[src/rtl/gpio_core_pkg.sv]
// Shared definitions for the GPIO core controller: register map,
// register-port handshake states and synchroniser depth floor.
package gpio_core_pkg;

  localparam logic [2:0] ADDR_DOUT  = 3'd0;
  localparam logic [2:0] ADDR_DIR   = 3'd1;
  localparam logic [2:0] ADDR_DIN   = 3'd2;
  localparam logic [2:0] ADDR_IEN   = 3'd3;
  localparam logic [2:0] ADDR_ISTAT = 3'd4;
  localparam logic [2:0] ADDR_ESEL  = 3'd5;
  localparam logic [2:0] ADDR_EBOTH = 3'd6;

  localparam int MIN_SYNC_STAGES = 2;

  typedef enum logic [1:0] {
    IDLE   = 2'd0,
    ACCEPT = 2'd1,
    RESP   = 2'd2
  } state_t;

endpackage

[src/rtl/gpio_sync_deb.sv]
// Single-pin pad input conditioner: synchroniser chain, plus a stability
// filter when GPIO_DEBOUNCE_EN is defined.
module gpio_sync_deb
  import gpio_core_pkg::*;
#(
  parameter int SYNC_STAGES = 2,
  parameter int DEB_CYCLES  = 16
) (
  input  logic clk,
  input  logic rst,
  input  logic d,
  output logic q
);

  // Depths below the floor would defeat metastability protection.
  localparam int STAGES = (SYNC_STAGES < MIN_SYNC_STAGES) ? MIN_SYNC_STAGES : SYNC_STAGES;

  logic [STAGES-1:0] chain;
  logic              sync;

  always_ff @(posedge clk or posedge rst) begin
    if (rst) chain <= '0;
    else     chain <= {chain[STAGES-2:0], d};
  end

  assign sync = chain[STAGES-1];

`ifdef GPIO_DEBOUNCE_EN
  localparam int               CNT_W = $clog2(DEB_CYCLES + 1);
  localparam logic [CNT_W-1:0] TERM  = CNT_W'(DEB_CYCLES - 1);

  logic [CNT_W-1:0] cnt;
  logic             deb;

  // cnt counts consecutive cycles of disagreement; the last one flips deb.
  always_ff @(posedge clk or posedge rst) begin
    if (rst) begin
      cnt <= '0;
      deb <= 1'b0;
    end else if (sync == deb) begin
      cnt <= '0;
    end else if (cnt == TERM) begin
      cnt <= '0;
      deb <= sync;
    end else begin
      cnt <= cnt + 1'b1;
    end
  end

  assign q = deb;
`else
  logic unused_deb_cfg;
  assign unused_deb_cfg = (DEB_CYCLES > 0);
  assign q = sync;
`endif

endmodule

[src/rtl/gpio_core_ctrl.sv]
// GPIO pad-ring core controller: register port, pad drive, input edge IRQs.
// Optional per-pin debounce is enabled by defining GPIO_DEBOUNCE_EN.
//
// state  | meaning
// IDLE   | waiting for reg_valid
// ACCEPT | reg_ready high; write commits / read data captured at this edge
// RESP   | reg_rvalid high for the captured read data
module gpio_core_ctrl
  import gpio_core_pkg::*;
#(
  parameter int GPIO_WIDTH  = 15,
  parameter int SYNC_STAGES = 2,
  parameter int DEB_CYCLES  = 16
) (
  input  logic                  clk,
  input  logic                  rst,
  input  logic                  reg_valid,
  output logic                  reg_ready,
  input  logic                  reg_write,
  input  logic [2:0]            reg_addr,
  input  logic [GPIO_WIDTH-1:0] reg_wdata,
  output logic [GPIO_WIDTH-1:0] reg_rdata,
  output logic                  reg_rvalid,
  input  logic [GPIO_WIDTH-1:0] pad_in,
  output logic [GPIO_WIDTH-1:0] pad_out,
  output logic [GPIO_WIDTH-1:0] pad_oe,
  output logic                  irq
);

  state_t state, state_next;

  logic [GPIO_WIDTH-1:0] dout, dir, ien, istat, esel, eboth;
  logic [GPIO_WIDTH-1:0] din, prev, rise, fall, edge_mask, clr_mask, rd_mux;
  logic                  wr_en, rd_en, irq_q;

  for (genvar i = 0; i < GPIO_WIDTH; i++) begin : g_pin
    gpio_sync_deb #(
      .SYNC_STAGES(SYNC_STAGES),
      .DEB_CYCLES (DEB_CYCLES)
    ) u_sync_deb (
      .clk(clk),
      .rst(rst),
      .d  (pad_in[i]),
      .q  (din[i])
    );
  end

  always_ff @(posedge clk or posedge rst) begin
    if (rst) state <= IDLE;
    else     state <= state_next;
  end

  always_comb begin
    state_next = state;
    reg_ready  = 1'b0;
    reg_rvalid = 1'b0;
    case (state)
      IDLE:    if (reg_valid) state_next = ACCEPT;
      ACCEPT: begin
        reg_ready  = 1'b1;
        state_next = reg_write ? IDLE : RESP;
      end
      RESP: begin
        reg_rvalid = 1'b1;
        state_next = IDLE;
      end
      default: state_next = IDLE;
    endcase
  end

  assign wr_en = reg_ready & reg_write;
  assign rd_en = reg_ready & ~reg_write;

  assign rise      = din & ~prev;
  assign fall      = ~din & prev;
  assign edge_mask = (eboth & (rise | fall)) | (~eboth & ((esel & rise) | (~esel & fall)));
  assign clr_mask  = (wr_en && reg_addr == ADDR_ISTAT) ? reg_wdata : '0;

  always_comb begin
    rd_mux = '0;
    case (reg_addr)
      ADDR_DOUT:  rd_mux = dout;
      ADDR_DIR:   rd_mux = dir;
      ADDR_DIN:   rd_mux = din;
      ADDR_IEN:   rd_mux = ien;
      ADDR_ISTAT: rd_mux = istat;
      ADDR_ESEL:  rd_mux = esel;
      ADDR_EBOTH: rd_mux = eboth;
      default:    rd_mux = '0;
    endcase
  end

  always_ff @(posedge clk or posedge rst) begin
    if (rst) begin
      dout      <= '0;
      dir       <= '0;
      ien       <= '0;
      istat     <= '0;
      esel      <= '0;
      eboth     <= '0;
      prev      <= '0;
      irq_q     <= 1'b0;
      reg_rdata <= '0;
    end else begin
      if (wr_en) begin
        case (reg_addr)
          ADDR_DOUT:  dout  <= reg_wdata;
          ADDR_DIR:   dir   <= reg_wdata;
          ADDR_IEN:   ien   <= reg_wdata;
          ADDR_ESEL:  esel  <= reg_wdata;
          ADDR_EBOTH: eboth <= reg_wdata;
          default: ;
        endcase
      end
      // Edge set takes priority over a simultaneous W1C of the same bit.
      istat <= (istat & ~clr_mask) | edge_mask;
      prev  <= din;
      irq_q <= |(istat & ien);
      if (rd_en) reg_rdata <= rd_mux;
    end
  end

  assign pad_out = dout;
  assign pad_oe  = dir;
  assign irq     = irq_q;

endmodule
[config.mk]
export PLATFORM = sky130hd
export DESIGN_NAME = gpio_core_ctrl
export DESIGN_NICKNAME = d
export VERILOG_FILES = /design/src/rtl/gpio_core_pkg.sv /design/src/rtl/gpio_sync_deb.sv /design/src/rtl/gpio_core_ctrl.sv
export SDC_FILE = /design/constraint.sdc
export NUM_CORES = 1
export LEC_CHECK = 0
export ABC_CLOCK_PERIOD_IN_PS = 6530
export BUFFER_PORTS_ARGS = -buffer_cell sky130_fd_sc_hd__buf_2
export CORE_MARGIN = 2
export CORE_UTILIZATION = 40
export CTS_BUF_LIST = sky130_fd_sc_hd__clkbuf_4
export CTS_CLUSTER_SIZE = 20
export DETAILED_ROUTE_END_ITERATION = 8
export GPL_TIMING_DRIVEN = 0
export HOLD_SLACK_MARGIN = 0.06
export SYNTH_ARGS = -nofsm -noshare
export SYNTH_HDL_FRONTEND = slang
export SYNTH_SLANG_ARGS = --single-unit
[constraint.sdc]
create_clock -name clk -period 6.53 [get_ports clk]
set_clock_uncertainty 0.15 [all_clocks]
set_input_delay 0.653 -clock clk [delete_from_list [all_inputs] [get_ports clk]]
set_output_delay 0.653 -clock clk [all_outputs]
set_load 0.05 [all_outputs]
==> metrics.md <==
| Metric | Value |
|---|---|
| Outcome | finished clean |
| Fin crit share | 35.1% |
| Placed insts | 877 |
| GRT Overall Usage | 20.5% |
| Minimum clock period | 2290 ps |
| DP Wirelength | 12300 um |
| Vias | 4934 |
| Synth Flop Type | dfrtp_1 |
| Share of async-settable or async-resettable flops after synthesis | 100% |
| CP max FO | 5 |
| Routed WL | 17800 um |
| Final Setup Violations | 0 |
| Placed Area | 7740 um^2 |
| Final Hold Fails | 0 |
| Grt ovf | 0 |
| Max clock buf depth | 2 |
| IO Pins | 85 |
| Initial antenna violation count | 2 |
| P_leak | 0.00384 uW |
| #FFs+latches synth | 153 |
| Root Buffer Master | clkbuf_4 |
| Critical path, cell by cell | and2b_2, buf_2 |
| Clock Latency Late Sink | 590 ps |
| Initial core utilization | 40.7% |
| Kind of end point of the critical path | primary output |
| Crit start category | flop |
| Cell family with most CP delay | flip-flops |
| CTS Sinks | 153 |
| Setup Fix Bufs, Post-CTS | 0 |
| Arrival time worst endpoint | 1490 ps |
| Part of the Yosys area used for sequential elements | 54.6% |
| FP Rows | 48 |
| CTS tree | done |
| RSZ-0062 raised after global routing | false |
| WP buf/inv | 1 |
| Post-Syn Area per Cell | 12.3 um^2 |
| Max Slew Vio Count | 0 |
| Critical path's slowest cell | dfrtp_1 |
| Die area | 18600 um^2 |
| Die Wd | 136 um |
| Syn_nets | 635 |
| Drt first pass iters | 5 |
| Library cells used by synthesis | 47 |
| Max Freq | 0.437 GHz |
| Initial drt markers | 367 |
| Via/cell ratio | 5.32 |
| Max_cap viols | 0 |
| Share of cells above drive strength 1 | 31.7% |
| Worst slew pin tran | 909 ps |
| EDFF count, synth | 0 |
| Power Density | 305 nW/um^2 |
| Hold Path Class | in2reg |
| Post-Layout Cell Count | 927 |
| Setup tns final | 0 ps |
| Worst-path clk slew | 130 ps |
| Final ANT Viol Nets | 0 |
| Die Ht | 136 um |
| Global-route wire length before repair | 28300 um |
| Fin area | 8160 um^2 |
| CTS buffer count | 17 |
| # hold bufs at CTS | 16 |
| Nets | 754 |
| # DRC | 0 |
| Synthesized cell area | 7010 um^2 |
| Worst VDD drop | 0.159 mV |
| Area Growth Syn to Fin | 16.4% |
| Relative slew margins | 39.1% |
| Core area | 17200 um^2 |
| H-tree lvl count | 4 |
| Vias in the first global route | 5151 |
| CP Class | reg2out |
| Syn Inst Count | 568 |
| CTS resizes | 0 |
| Ys Warns | 0 |
| PortBufs | 83 |
| Drt wl/cell | 19.2 um |
| Power, Total | 2490 uW |
| Pin count of the biggest net entering global routing | 101 |
| CP required | 5730 ps |
| CP peak stage delay | 440 ps |
| Placer Congestion | 0.825 |
==> report_power, final <==
| part | internal, uW | leakage, uW | total (uW) | switching (uW) |
|---|---|---|---|---|
| clock network | 188 | 0.000135 | 538 | 350 |
| logic | 254 | 0.00187 | 716 | 462 |
| registers | 1100 | 0.00183 | 1240 | 133 |
==> registers in the layout, indices dropped and copies added, names as in the netlist, 15 cells and up <==
register,count
pad_oe,15
reg_rdata,15
ien,15
g_pin.u_sync_deb.chain,30
istat,15
esel,15
prev,15
pad_out,15
eboth,15
==> final cells by class <==
type	count	area [um^2]
clock inverters	15	128
well taps	225	282
repair buffers	100	603
multi-input cells	348	2860
flip-flops and latches	153	3830
diodes	2	5.00
fillers	1606	9070
plain buffers	27	179
clock buffers	17	128
inverters	40	155
==> cells by family after synthesis <==
| group | after synthesis | share of synthesized area, % |
|---|---|---|
| flops | 153 | 54.6 |
| fa+ha+maj | 30 | 5.35 |
| mux | 91 | 15.1 |
| simple gates | 97 | 7.51 |
| buf+inv | 67 | 4.69 |
| compound gates | 130 | 12.8 |
==> routing by layer <==
metal / GRT usage (%) / part of all wire, %
met5: 0 / 0
met1: 27.4 / 45
met4: 6.54 / 1.4
met3: 4.33 / 5.4
met2: 33.3 / 48
==> layout by cell type (no fill, tap or decap), drive strengths merged, types with 2 or more instances in the layout <==
master         n
dfrtp        153
buf          103
mux2          77
nand2         55
inv           42
o21ai         35
ha            30
clkbuf        25
a211oi        18
nor2b         18
dlygate4sd3   16
a21oi         15
a21o          15
mux2i         13
a22oi         12
a221oi        11
clkinv        10
a22o           8
nand3b         6
o32ai          6
o22ai          4
nor2           4
a221o          3
and3           3
nor3           3
diode          2
clkinvlp       2
==> metrics by stage <==
step           hold WS (ps)  setup WS (ps)  util (%)
2_1_floorplan           181           1610         -
3_3_place_gp            184          -64.1      44.7
3_5_place_dp            186           4090      44.9
4_1_cts                 175           4210      47.3
5_1_grt                 169           4170      47.3
6_report                192           4240      47.4
==> Yosys cell counts (4+ instances only) <==
library cell  instances  share of area, %
a21o_1               15               1.6
buf_4                 8              0.86
mux2_1                4              0.64
o32ai_1               6              0.75
a221oi_1             10               1.2
a21oi_1              15               1.1
ha_1                 30               5.4
inv_1                39               2.1
a22oi_1              12               1.3
dfrtp_1             153                55
a22o_1                8               1.0
o22ai_1               4              0.36
nand3b_1              6              0.64
nand2_1              53               2.8
o21ai_0              35               2.5
mux2_2               63                10
mux2_4               10               2.1
clkbuf_1              8              0.43
buf_2                 7              0.50
mux2i_1              13               1.9
a211oi_1             18               1.9
nor2b_1              17               1.5
==> worst register-to-register path, stage by stage (launching register included) <==
cell	delay [ps]
dfrtp_1	460
nand4b_2	330
nor3_4	410
buf_4	330
mux2_2	360
==> final timing paths <==
kind / slack (ps) / start / depth (start not counted) / to
worst max-delay path: 4240 / state[0]$_DFFE_PP0P_ / 2 / reg_rvalid
worst min-delay path: 190 / reg_valid / 2 / state[0]$_DFFE_PP0P_
worst max register to register: 4380 / state[1]$_DFFE_PP0P_ / 4 / eboth[5]$_DFFE_PP0P_
worst min register to register: 210 / g_pin[6].u_sync_deb.chain[0]$_DFF_PP0_ / 0 / g_pin[6].u_sync_deb.chain[1]$_DFF_PP0_
max in group asynchronous: 4840 / rst / 4 / reg_rdata[12]$_DFFE_PP0N_
min in group asynchronous: 510 / rst / 3 / g_pin[6].u_sync_deb.chain[0]$_DFF_PP0_
Note: power is estimated with default switching activity, not from simulation.
